==> src/rtl/memory_router.sv <==
// Routes the single memory port to NSLV address windows, one transaction in flight, with bus error on miss/timeout.
// Optional ROUTER_STATS_EN adds saturating completed/error transaction counters.
module memory_router #(
  parameter int unsigned            NSLV      = 3,
  parameter logic [NSLV*32-1:0]     BASE_ADDR = {32'h00000000, 32'h10000000, 32'h02000000},
  parameter logic [NSLV*32-1:0]     TOP_ADDR  = {32'h00100000, 32'h10001000, 32'h0200C000},
  parameter int unsigned            TIMEOUT   = 1023
) (
  input  logic                 clock,
  input  logic                 reset,
  input  logic                 memory_valid,
  input  logic                 memory_instr,
  input  logic [31:0]          memory_addr,
  input  logic [31:0]          memory_wdata,
  input  logic [3:0]           memory_wstrb,
  output logic [31:0]          memory_rdata,
  output logic                 memory_ready,
  output logic                 memory_error,
  output logic [NSLV-1:0]      slv_valid,
  output logic                 slv_instr,
  output logic [31:0]          slv_addr,
  output logic [31:0]          slv_wdata,
  output logic [3:0]           slv_wstrb,
  input  logic [NSLV*32-1:0]   slv_rdata,
  input  logic [NSLV-1:0]      slv_ready,
  output logic [31:0]          stat_count,
  output logic [31:0]          stat_error
);

  localparam int unsigned SEL_W = (NSLV > 1) ? $clog2(NSLV) : 1;

  typedef enum logic [1:0] {IDLE, BUSY, ERR} state_t;

  state_t            state_q, state_d;
  logic [SEL_W-1:0]  sel_q, sel_d;
  logic [15:0]       timer_q, timer_d;

  logic              hit;
  logic [SEL_W-1:0]  hit_idx;

  // Scan upward and keep the first match so overlapping windows resolve to the lowest index.
  always_comb begin
    hit     = 1'b0;
    hit_idx = '0;
    for (int i = 0; i < int'(NSLV); i++) begin
      if (!hit && memory_addr >= BASE_ADDR[32*i +: 32] && memory_addr < TOP_ADDR[32*i +: 32]) begin
        hit     = 1'b1;
        hit_idx = SEL_W'(i);
      end
    end
  end

  assign slv_addr  = memory_addr - BASE_ADDR[32*int'(hit_idx) +: 32];
  assign slv_instr = memory_instr;
  assign slv_wdata = memory_wdata;
  assign slv_wstrb = memory_wstrb;

  always_comb begin
    state_d      = state_q;
    sel_d        = sel_q;
    timer_d      = timer_q;
    slv_valid    = '0;
    memory_ready = 1'b0;
    memory_error = 1'b0;
    memory_rdata = 32'h0;
    case (state_q)
      IDLE: begin
        if (memory_valid) begin
          if (hit) begin
            slv_valid[hit_idx] = 1'b1;
            sel_d              = hit_idx;
            timer_d            = 16'h0;
            state_d            = BUSY;
          end else begin
            state_d = ERR;
          end
        end
      end
      BUSY: begin
        timer_d = timer_q + 16'h1;
        if (slv_ready[sel_q]) begin
          memory_ready = 1'b1;
          memory_rdata = slv_rdata[32*int'(sel_q) +: 32];
          state_d      = IDLE;
        end else if (timer_q == 16'(TIMEOUT)) begin
          memory_ready = 1'b1;
          memory_error = 1'b1;
          state_d      = IDLE;
        end
      end
      ERR: begin
        memory_ready = 1'b1;
        memory_error = 1'b1;
        state_d      = IDLE;
      end
      default: state_d = IDLE;
    endcase
    // Reset is synchronous, so the old state is still visible this cycle; mask it.
    if (reset) begin
      slv_valid    = '0;
      memory_ready = 1'b0;
      memory_error = 1'b0;
      memory_rdata = 32'h0;
    end
  end

  always_ff @(posedge clock) begin
    if (reset) begin
      state_q <= IDLE;
      sel_q   <= '0;
      timer_q <= 16'h0;
    end else begin
      state_q <= state_d;
      sel_q   <= sel_d;
      timer_q <= timer_d;
    end
  end

`ifdef ROUTER_STATS_EN
  logic [31:0] stat_count_q, stat_count_d;
  logic [31:0] stat_error_q, stat_error_d;

  always_comb begin
    stat_count_d = stat_count_q;
    stat_error_d = stat_error_q;
    if (memory_ready && stat_count_q != 32'hFFFFFFFF) stat_count_d = stat_count_q + 32'h1;
    if (memory_ready && memory_error && stat_error_q != 32'hFFFFFFFF) stat_error_d = stat_error_q + 32'h1;
  end

  always_ff @(posedge clock) begin
    if (reset) begin
      stat_count_q <= 32'h0;
      stat_error_q <= 32'h0;
    end else begin
      stat_count_q <= stat_count_d;
      stat_error_q <= stat_error_d;
    end
  end

  assign stat_count = stat_count_q;
  assign stat_error = stat_error_q;
`else
  assign stat_count = 32'h0;
  assign stat_error = 32'h0;
`endif

endmodule

==> config.mk <==
export PLATFORM = sky130hd
export DESIGN_NAME = memory_router
export DESIGN_NICKNAME = d
export VERILOG_FILES = /design/src/rtl/memory_router.sv
export SDC_FILE = /design/constraint.sdc
export NUM_CORES = 1
export LEC_CHECK = 0
export BUFFER_PORTS_ARGS = -buffer_cell sky130_fd_sc_hd__buf_2
export CAP_MARGIN = 20
export CORE_AREA = 4 4 130 132
export DETAILED_ROUTE_END_ITERATION = 10
export DIE_AREA = 0 0 134 136
export PLACE_DENSITY = 0.47
export SYNTH_ARGS = -nofsm -noshare
export SYNTH_HDL_FRONTEND = slang
export SYNTH_SLANG_ARGS = --single-unit
export TNS_END_PERCENT = 20
==> constraint.sdc <==
create_clock -name clock -period 4.6 [get_ports clock]
set_clock_uncertainty 0.15 [all_clocks]
set_input_delay 0.46 -clock clock [delete_from_list [all_inputs] [get_ports clock]]
set_output_delay 0.46 -clock clock [all_outputs]
set_load 0.02 [all_outputs]
* After elaboration in Yosys (flattened, before gate mapping)
Index checks and enable logic that the tools add are counted.
** Cells by class
- $add $sub $neg :: 2
- $lt $le $gt $ge :: 9
- Equality and inequality tests :: 6
- Shifts and indexed selects :: 2
- Mux-type cells :: 31
- Reductions and logical operators :: 13
** Operator list (number)
- two-way mux 32 bit :: 3
- indexed part select 96 x 8 -> 32 bit :: 1
- indexed part select 96 x 8 -> 32 bit, first input constant :: 1
- >= comparator 32 x 1 -> 1 bit, second input constant :: 1
- >= comparator 32 x 26 -> 1 bit, second input constant :: 1
- >= comparator 32 x 29 -> 1 bit, second input constant :: 1
- < comparator 32 x 21 -> 1 bit, second input constant :: 1
- < comparator 32 x 26 -> 1 bit, second input constant :: 1
- < comparator 32 x 29 -> 1 bit, second input constant :: 1
- two-way mux 16 bit :: 2
- one-hot mux 16 bit (2 select lines) :: 1
- subtractor 32 bit :: 1
- adder 16 x 1 -> 16 bit, second input constant :: 1
- equality test 16 x 10 -> 1 bit, second input constant :: 1
- two-way mux 3 bit :: 4
- two-way mux 1 bit :: 11
- two-way mux 2 bit :: 5
- logical AND 1 bit :: 6
- < comparator 2 x 3 -> 1 bit, second input constant :: 2
- AND reduction 3 bit :: 2
- != test 2 bit, second input constant :: 2
- one-hot mux 1 bit (2 select lines) :: 2
- one-hot mux 2 bit (2 select lines) :: 1
- != test 3 bit, second input constant :: 1
- other kinds (9) :: 10
** Storage, ports and cells
- Flip-flop bits (word level) :: 20
- Output and inout port bits :: 170

* Depth between registers and ports, before layout
Gate-level depths: netlist of run 1.
- Word-level depth :: 19
- Gate-level depth with buffers :: 12

* Worst setup path before layout of run 1
No wires, ideal clock.
- Path kind :: input to output
- Start :: input port memory_addr[12]
- End :: output port slv_addr[31]
- Arrival time :: 2880 ps
- Slack :: 1110 ps
- Stages on the path :: 12
- Cell sequence :: nor4_1 > nand3b_1 > nor3_2 > inv_1 > nand2_1 > ha_1 > nor4_1 > inv_1 > a21oi_1 > nor2b_1 > nand2b_1 > xnor2_1
** Between the ends
- Word-level cells in the longest chain between the ends :: 13
** Ends and longest elaborated chain
- from (decl) :: RTL line 13 : input logic [31:0] memory_addr,
- >= comparator 32 x 26 -> 1 bit or < comparator 32 x 26 -> 1 bit (tied branches) :: RTL line 46 : if (!hit && memory_addr >= BASE_ADDR[32*i +: 32] && memory_addr < TOP_ADDR[32*i +: 32]) begin
- logical AND 1 bit :: RTL line 46
- two-way mux 1 bit :: RTL line 46
- logical NOT 1 bit :: RTL line 46
- logical AND 1 bit (2 in a row) :: RTL line 46
- two-way mux 1 bit :: RTL line 46
- logical NOT 1 bit :: RTL line 46
- logical AND 1 bit (2 in a row) :: RTL line 46
- two-way mux 2 bit :: RTL line 46
- indexed part select 96 x 8 -> 32 bit :: RTL line 53 : assign slv_addr = memory_addr - BASE_ADDR[32*int'(hit_idx) +: 32];
- subtractor 32 bit (*) :: RTL line 53
- to (decl) :: RTL line 21 : output logic [31:0] slv_addr,
Every way passes the cells marked *; elsewhere a longest branch is shown, timed or not.

* Worst setup path after layout of run 1
Ends and elaborated chain as after synthesis.

==> results of run 1 <==
-- logic make-up (layout without fill, tap and decap cells) --
group                    count (synthesis)  after routing
other                                    1             64
XOR/XNOR                                15             15
AO/OA/AOI/OAI                           70             70
multiplexers                            34             34
AND/OR/NAND/NOR                        147            147
flip-flops                              20             20
buffers and inverters                  156            196
adder cells (fa/ha/maj)                  6              6
-- state kept, by name, indices dropped and copies added (netlist names) --
register	cells
state_q	2
sel_q	2
timer_q	16
-- per-layer routing --
layer | share of wire [%] | global-route usage (%) | vias up | routed length [um]
li1 | - | - | 1509 | -
met1 | 40 | 12.66 | 1324 | 4223
met2 | 49 | 17.43 | 134 | 5225
met3 | 8.1 | 3.035 | 23 | 859
met4 | 2.5 | 2.686 | 0 | 261
met5 | 0 | 0 | - | 0
-- layout by cell type, fill, tap and decap left out, drive strengths merged, types with 3 or more instances in the layout --
cell type	instances
buf	183
nor2	90
conb	64
a21oi	43
mux2i	34
dfxtp	20
nand2	14
o21ai	12
xor2	11
nand3	11
inv	9
nor3	9
ha	6
nor4	6
xnor2	4
nand2b	3
clkbuf	3
nor2b	3
nand4	3
or2	3
-- worst max-delay path: stages --
cell and delay [ps]:
buf_2 100, nor4_1 310, nand3b_1 220, nor3_2 330, inv_1 130, nand2_1 80
ha_1 250, nor4_1 430, inv_1 80, a21oi_1 220, nor2b_1 230, nand2b_1 90
xnor2_1 140, buf_2 190
-- per-stage QoR --
stage / setup WS [ps] / total power, mW / hold WS (ps)
global placement: 758.1 / 0.3618 / 331.3
detailed placement: 706.7 / 0.3617 / 332.5
finish: 724.0 / 0.5994 / 340.8
CTS: 696.3 / 0.6075 / 343.3
floorplan: 1110 / 0.3873 / 303.6
global route: 281.9 / 0.6364 / 369.0
-- report_power, final --
group	internal [mW]	leakage [nW]	switching, mW
clock network	0.173	0.0511	0.0680
logic	0.0656	1.54	0.119
registers	0.174	0.162	0.000621
-- how the worst min path moves through the flow --
stage                        startpoint                        to  cells after the start  slack, ps
3_5_place_dp    state_q[0]$_SDFFE_PP0P_   state_q[0]$_SDFFE_PP0P_                      2        330
5_1_grt         state_q[0]$_SDFFE_PP0P_   state_q[0]$_SDFFE_PP0P_                      2        370
3_3_place_gp    state_q[0]$_SDFFE_PP0P_   state_q[0]$_SDFFE_PP0P_                      2        330
2_1_floorplan   state_q[0]$_SDFFE_PP0P_   state_q[0]$_SDFFE_PP0P_                      2        300
6_report        state_q[0]$_SDFFE_PP0P_   state_q[0]$_SDFFE_PP0P_                      2        340
4_1_cts        timer_q[15]$_SDFFE_PP0P_  timer_q[15]$_SDFFE_PP0P_                      2        340
-- layout make-up --
type                    count  area, sq um
repair buffers            183        928.4
inverters                   9        33.78
multi-input cells         336         1924
clock inverters             1        30.03
clock buffers               3        75.07
fillers                  1811        12050
well taps                 216        270.3
flip-flops and latches     20        401.6
==> reports/results.ini, run 1 <==
[logic_synthesis]
synth.most_common_cell=buf_4
synth_warnings=0
synthAdderAreaFrac_pct=2.437
muxShareOfSynthArea_pct=11.05
synth_ff_type=dfxtp_1
yosys.area_share.simple_pct=22.91
synth_edf_count=0
synth_area_sq_um=3080
yosys.area_share.xor_xnor_pct=4.265
synth_area_leaders=buf_4 26%, dfxtp_1 13%, mux2i_1 11%
synth_compound_area_share_pct=13.93
syn_area_per_cell_sq_um=6.861
synth_common_cells=105 x buf_4, 90 x nor2_1, 43 x a21oi_1
synthCells=449
synth_cell_types=49
yosysTopAreaCellShare_pct=25.59
async_flop_share_pct=0
synth_area_leader_cell=buf_4
synth.ff_latch_count=20
ys_seq_area_share_pct=13.00
synth_top_family_by_area=buffers and inverters

[clocking]
clock_sinks=20
cts_setup_buffers=0
numCtsBuffers=3
cts-root-buf=clkbuf_16
cts.clk_slew.worst_paths_ps=60
insertion_delay_ps=250
h-tree-depth=1
ctsResizeCount=0
cts_tree=done
cts_max_path_buffers=2
post_cts_hold_buffer_count=0

[worst_setup_path]
rr_startpoint=state_q[1]$_SDFFE_PP0P_
crit_path_start_kind=primary input
path_class=primary input to output port
r2r-end=timer_q[2]$_SDFFE_PP0P_
reg2reg_slack_ps=1990
worstSetupEndpointType=output port
crit_end=slv_addr[31]
cp.required_ps=3990
cp_data_arrival_time_ps=3270
rr_worst_depth=8
crit_start=memory_addr[12]
cp_max_fo=5

[placement]
place_area_sq_um=3551
io_buffers=178
placed_cells=763
gp_congestion=0.7606
place_hpwl_um=8757

[routing]
ant_nets=0
dr.first_iter.drc_count=105
routed_wl_um=10570
viasPerCell=3.893
vias=2990
drc=0
first_pass_iters=6
routedWlPerCell_um=13.76

[final_layout]
final_cells=768
area_delta_synth_final_pct=18.93
utilization_pct=23.32
final_nets=730
fin_area_sq_um=3664
diodes=0
drive_gt1_share_pct=36.23

[timing]
max_freq_mhz=258.0
relSlewSlack_pct=38.73
fin_crit_ps=3876
tightestPinTransition_ps=913.6
grt_setup_unrepaired=no
setup_viol=0
finalCritPeriodShare_pct=84.26
hold_viol=0
setup_tns_ps=0
slew_viol_final=0

[grt]
gr-total-overflow=0
grt_pass1_vias=2808
grt_pass1_wl_um=15090
grt_antenna_before_repair=0
grt_usage_pct=10.24
grt_max_degree=33

[min_path]
min_path_type=flop to flop

[power_and_ir_drop]
power_density_nw_per_um2=163.6
p_leak_nw=1.755
ir_drop_v=0.0001009

[run]
max-cap-violations=0

[die]
core-area_sq_um=15710
pin_count=341
initial_utilization_pct=19.61
num_rows=46
die_w_um=134
die_area_sq_um=18220
die_h_um=136

[status]
outcome=completed

Note: power is estimated with default switching activity, not from simulation.
==> run 2: changes to the inputs <==
--- a/config.mk
+++ b/config.mk
@@ -10,7 +10,7 @@
 export CORE_AREA = 4 4 130 132
 export DETAILED_ROUTE_END_ITERATION = 10
 export DIE_AREA = 0 0 134 136
-export PLACE_DENSITY = 0.47
+export PLACE_DENSITY = 0.49
 export SYNTH_ARGS = -nofsm -noshare
 export SYNTH_HDL_FRONTEND = slang
 export SYNTH_SLANG_ARGS = --single-unit
==> constraint.sdc (replaced) <==
create_clock -name clock -period 3.2 [get_ports clock]
set_clock_uncertainty 0.15 [all_clocks]
set_input_delay 0.32 -clock clock [delete_from_list [all_inputs] [get_ports clock]]
set_output_delay 0.32 -clock clock [all_outputs]
set_load 0.02 [all_outputs]
==> run 2 against run 1 <==
Critical endpoint unchanged. Power is 37% higher. Register-to-register slack worse by 1200 ps. Flip-flop and latch count stayed put. Utilization is 0.96 points higher. Worst hold slack worse by 86 ps. Largest power group unchanged. Critical path depth is 1 lower. Cell count is 1.7% higher. Combinational power is 52% higher. Via count is 2.3% higher.
==> reports/results.ini, run 2 (synthesis gave the netlist of run 1 again) <==
[status]
outcome=completed

[clocking]
cts.clk_slew.worst_paths_ps=60  ; about the same
cts_setup_buffers=0  ; unchanged
cts-root-buf=clkbuf_16
insertion_delay_ps=250  ; about the same
cts_tree=done
post_cts_hold_buffer_count=0  ; unchanged
h-tree-depth=1  ; unchanged
numCtsBuffers=3  ; unchanged
clock_sinks=20  ; unchanged
cts_max_path_buffers=2  ; unchanged

[timing]
finalCritPeriodShare_pct=94.77
hold_viol=0  ; unchanged
slew_viol_final=0  ; unchanged
hold_slack_ps=255.0  ; -85.79 ps
tightestPinTransition_ps=717.5  ; -196.1 ps
fin_ws_ps=167.4  ; -556.6 ps
setup_viol=0  ; unchanged
max_freq_mhz=329.8
fin_crit_ps=3033
grt_setup_unrepaired=no
relSlewSlack_pct=52.17  ; +13 points

[min_path]
min_path_type=primary input to flop
holdCritStartpoint=reset

[final_layout]
drive_gt1_share_pct=39.12  ; +2.9 points
layout_common_cells=176 x buf_2, 89 x nor2_1, 64 x conb_1
final_cells=781  ; +1.7%
top_register=timer_q
largest_register_ffs=16  ; unchanged
reg_top3=timer_q x16, sel_q x2, state_q x2
diodes=0  ; unchanged
fin_area_sq_um=3814  ; +4.1%
area_delta_synth_final_pct=23.80
layout_commonest_cell=buf_2
fillers=1804  ; -0.39%
final_nets=743  ; +1.8%

[placement]
place_area_sq_um=3664  ; +3.2%
io_buffers=178  ; unchanged
place_hpwl_um=8982  ; +2.6%
dpl_worst_slack_ps=13.74  ; -693.0 ps
gp_congestion=0.7116  ; -6.4%
placed_cells=777  ; +1.8%

[power_and_ir_drop]
p_leak_nw=1.826  ; +4.0%
power_density_nw_per_um2=215.7  ; +32%
ir_drop_v=0.0001873  ; +86%

[worst_setup_path]
crit_start=memory_addr[23]
cpMaxStageDelayCell=or3_4
path_buf_inv=3  ; -1
rr_startpoint=state_q[0]$_SDFFE_PP0P_
crit_path_start_kind=primary input
cp.required_ps=2730  ; -1260 ps
path_class=primary input to output port
cp_data_arrival_time_ps=2560  ; -710 ps
cp_max_fo=2  ; -3
crit_chain=buf_2 -> nor3_4 -> nand4_4 -> or3_4 -> nand2_1 -> ha_4 -> nor4_4 -> inv_1 -> a21oi_2 -> nor2b_4 -> nand2b_1 -> xnor2_2 -> buf_6
slowest_delay_ps=350  ; -80 ps
critPathTopFamily=simple AND/OR/NAND/NOR gates
worstSetupEndpointType=output port

[die]
core-area_sq_um=15710  ; unchanged
die_area_sq_um=18220  ; unchanged
pin_count=341  ; unchanged
num_rows=46  ; unchanged
initial_utilization_pct=19.61  ; unchanged
die_w_um=134  ; unchanged
die_h_um=136  ; unchanged

[routing]
first_pass_iters=4  ; -2
routedWlPerCell_um=13.86  ; +0.72%
viasPerCell=3.918  ; +0.64%
vias=3060  ; +2.3%
ant_nets=0  ; unchanged
dr.first_iter.drc_count=102  ; -2.9%
drc=0  ; unchanged
routed_wl_um=10830  ; +2.4%

[grt]
grt_usage_pct=10.24  ; about the same
grt_antenna_before_repair=0  ; unchanged
grt_pass1_wl_um=15240  ; +1.0%
grt_max_degree=33  ; unchanged
gr-total-overflow=0  ; unchanged
grt_pass1_vias=2872  ; +2.3%

[run]
max-cap-violations=0  ; unchanged

==> run 2: cell count changes in the layout (fill, tap and decap cells not counted), sizes merged <==
cell    before  now
buf        183  196
bufinv       1    0
clkbuf       3    4
==> run 2: stage by stage <==
| stage | power [mW] | utilization, % | setup TNS, ps |
|---|---|---|---|
| detailed placement | 0.5270 | 23.32 | 0 |
| global route | 0.8653 | 24.27 | 0 |
| floorplan | 0.5574 | - | 0 |
| finish | 0.8226 | 24.27 | 0 |
| global placement | 0.5265 | 23.32 | -37.16 |
| CTS | 0.8173 | 23.92 | 0 |
==> run 2: worst reg2reg max path, cell delays in order, from the launching register on <==
cell     delay (ps)
dfxtp_1         330
inv_1            80
ha_1            340
nand2_1         280
nor4_2          270
buf_4           230
or2_1           270
o21ai_1         100
a32o_1          260
==> run 2: per-layer routing <==
metal	track usage [%]	vias up	wire length [um]
met5	0	-	0
met4	2.514	0	256
met3	3.775	28	965
met2	18.19	125	5479
met1	11.66	1372	4123
li1	-	1535	-
==> run 2: repair_timing <==
| action | CTS | global route |
|---|---|---|
| resized for setup | 1 | 11 |
| pin swaps | 0 | 4 |
| gates cloned | 0 | 0 |
| hold endpoints to repair | 0 | 0 |
| endpoints found under the setup margin | 1 | 2 |
==> run 2: path summary, 6_finish.rpt <==
kind | slack [ps] | depth (start not counted) | to
max | 170 | 13 | slv_addr[31]
min | 260 | 2 | state_q[1]$_SDFFE_PP0P_
max reg2reg | 800 | 8 | timer_q[2]$_SDFFE_PP0P_
min reg2reg | 340 | 2 | timer_q[15]$_SDFFE_PP0P_
==> run 2: power breakdown <==
group | leakage (nW) | switching (mW) | internal (mW) | total, mW
logic | 1.62 | 0.175 | 0.105 | 0.280
clock network | 0.0442 | 0.101 | 0.191 | 0.292
registers | 0.162 | 0.000866 | 0.250 | 0.251
total | 1.83 | 0.277 | 0.546 | 0.823
==> run 2: cell type report <==
| type | count | area (sq um) | area share, % |
|---|---|---|---|
| clock buffers | 4 | 88.84 | 2.329 |
| inverters | 9 | 33.78 | 0.8858 |
| multi-input cells | 336 | 1984 | 52.03 |
| flip-flops and latches | 20 | 401.6 | 10.53 |
| well taps | 216 | 270.3 | 7.087 |
| repair buffers | 196 | 1035 | 27.13 |
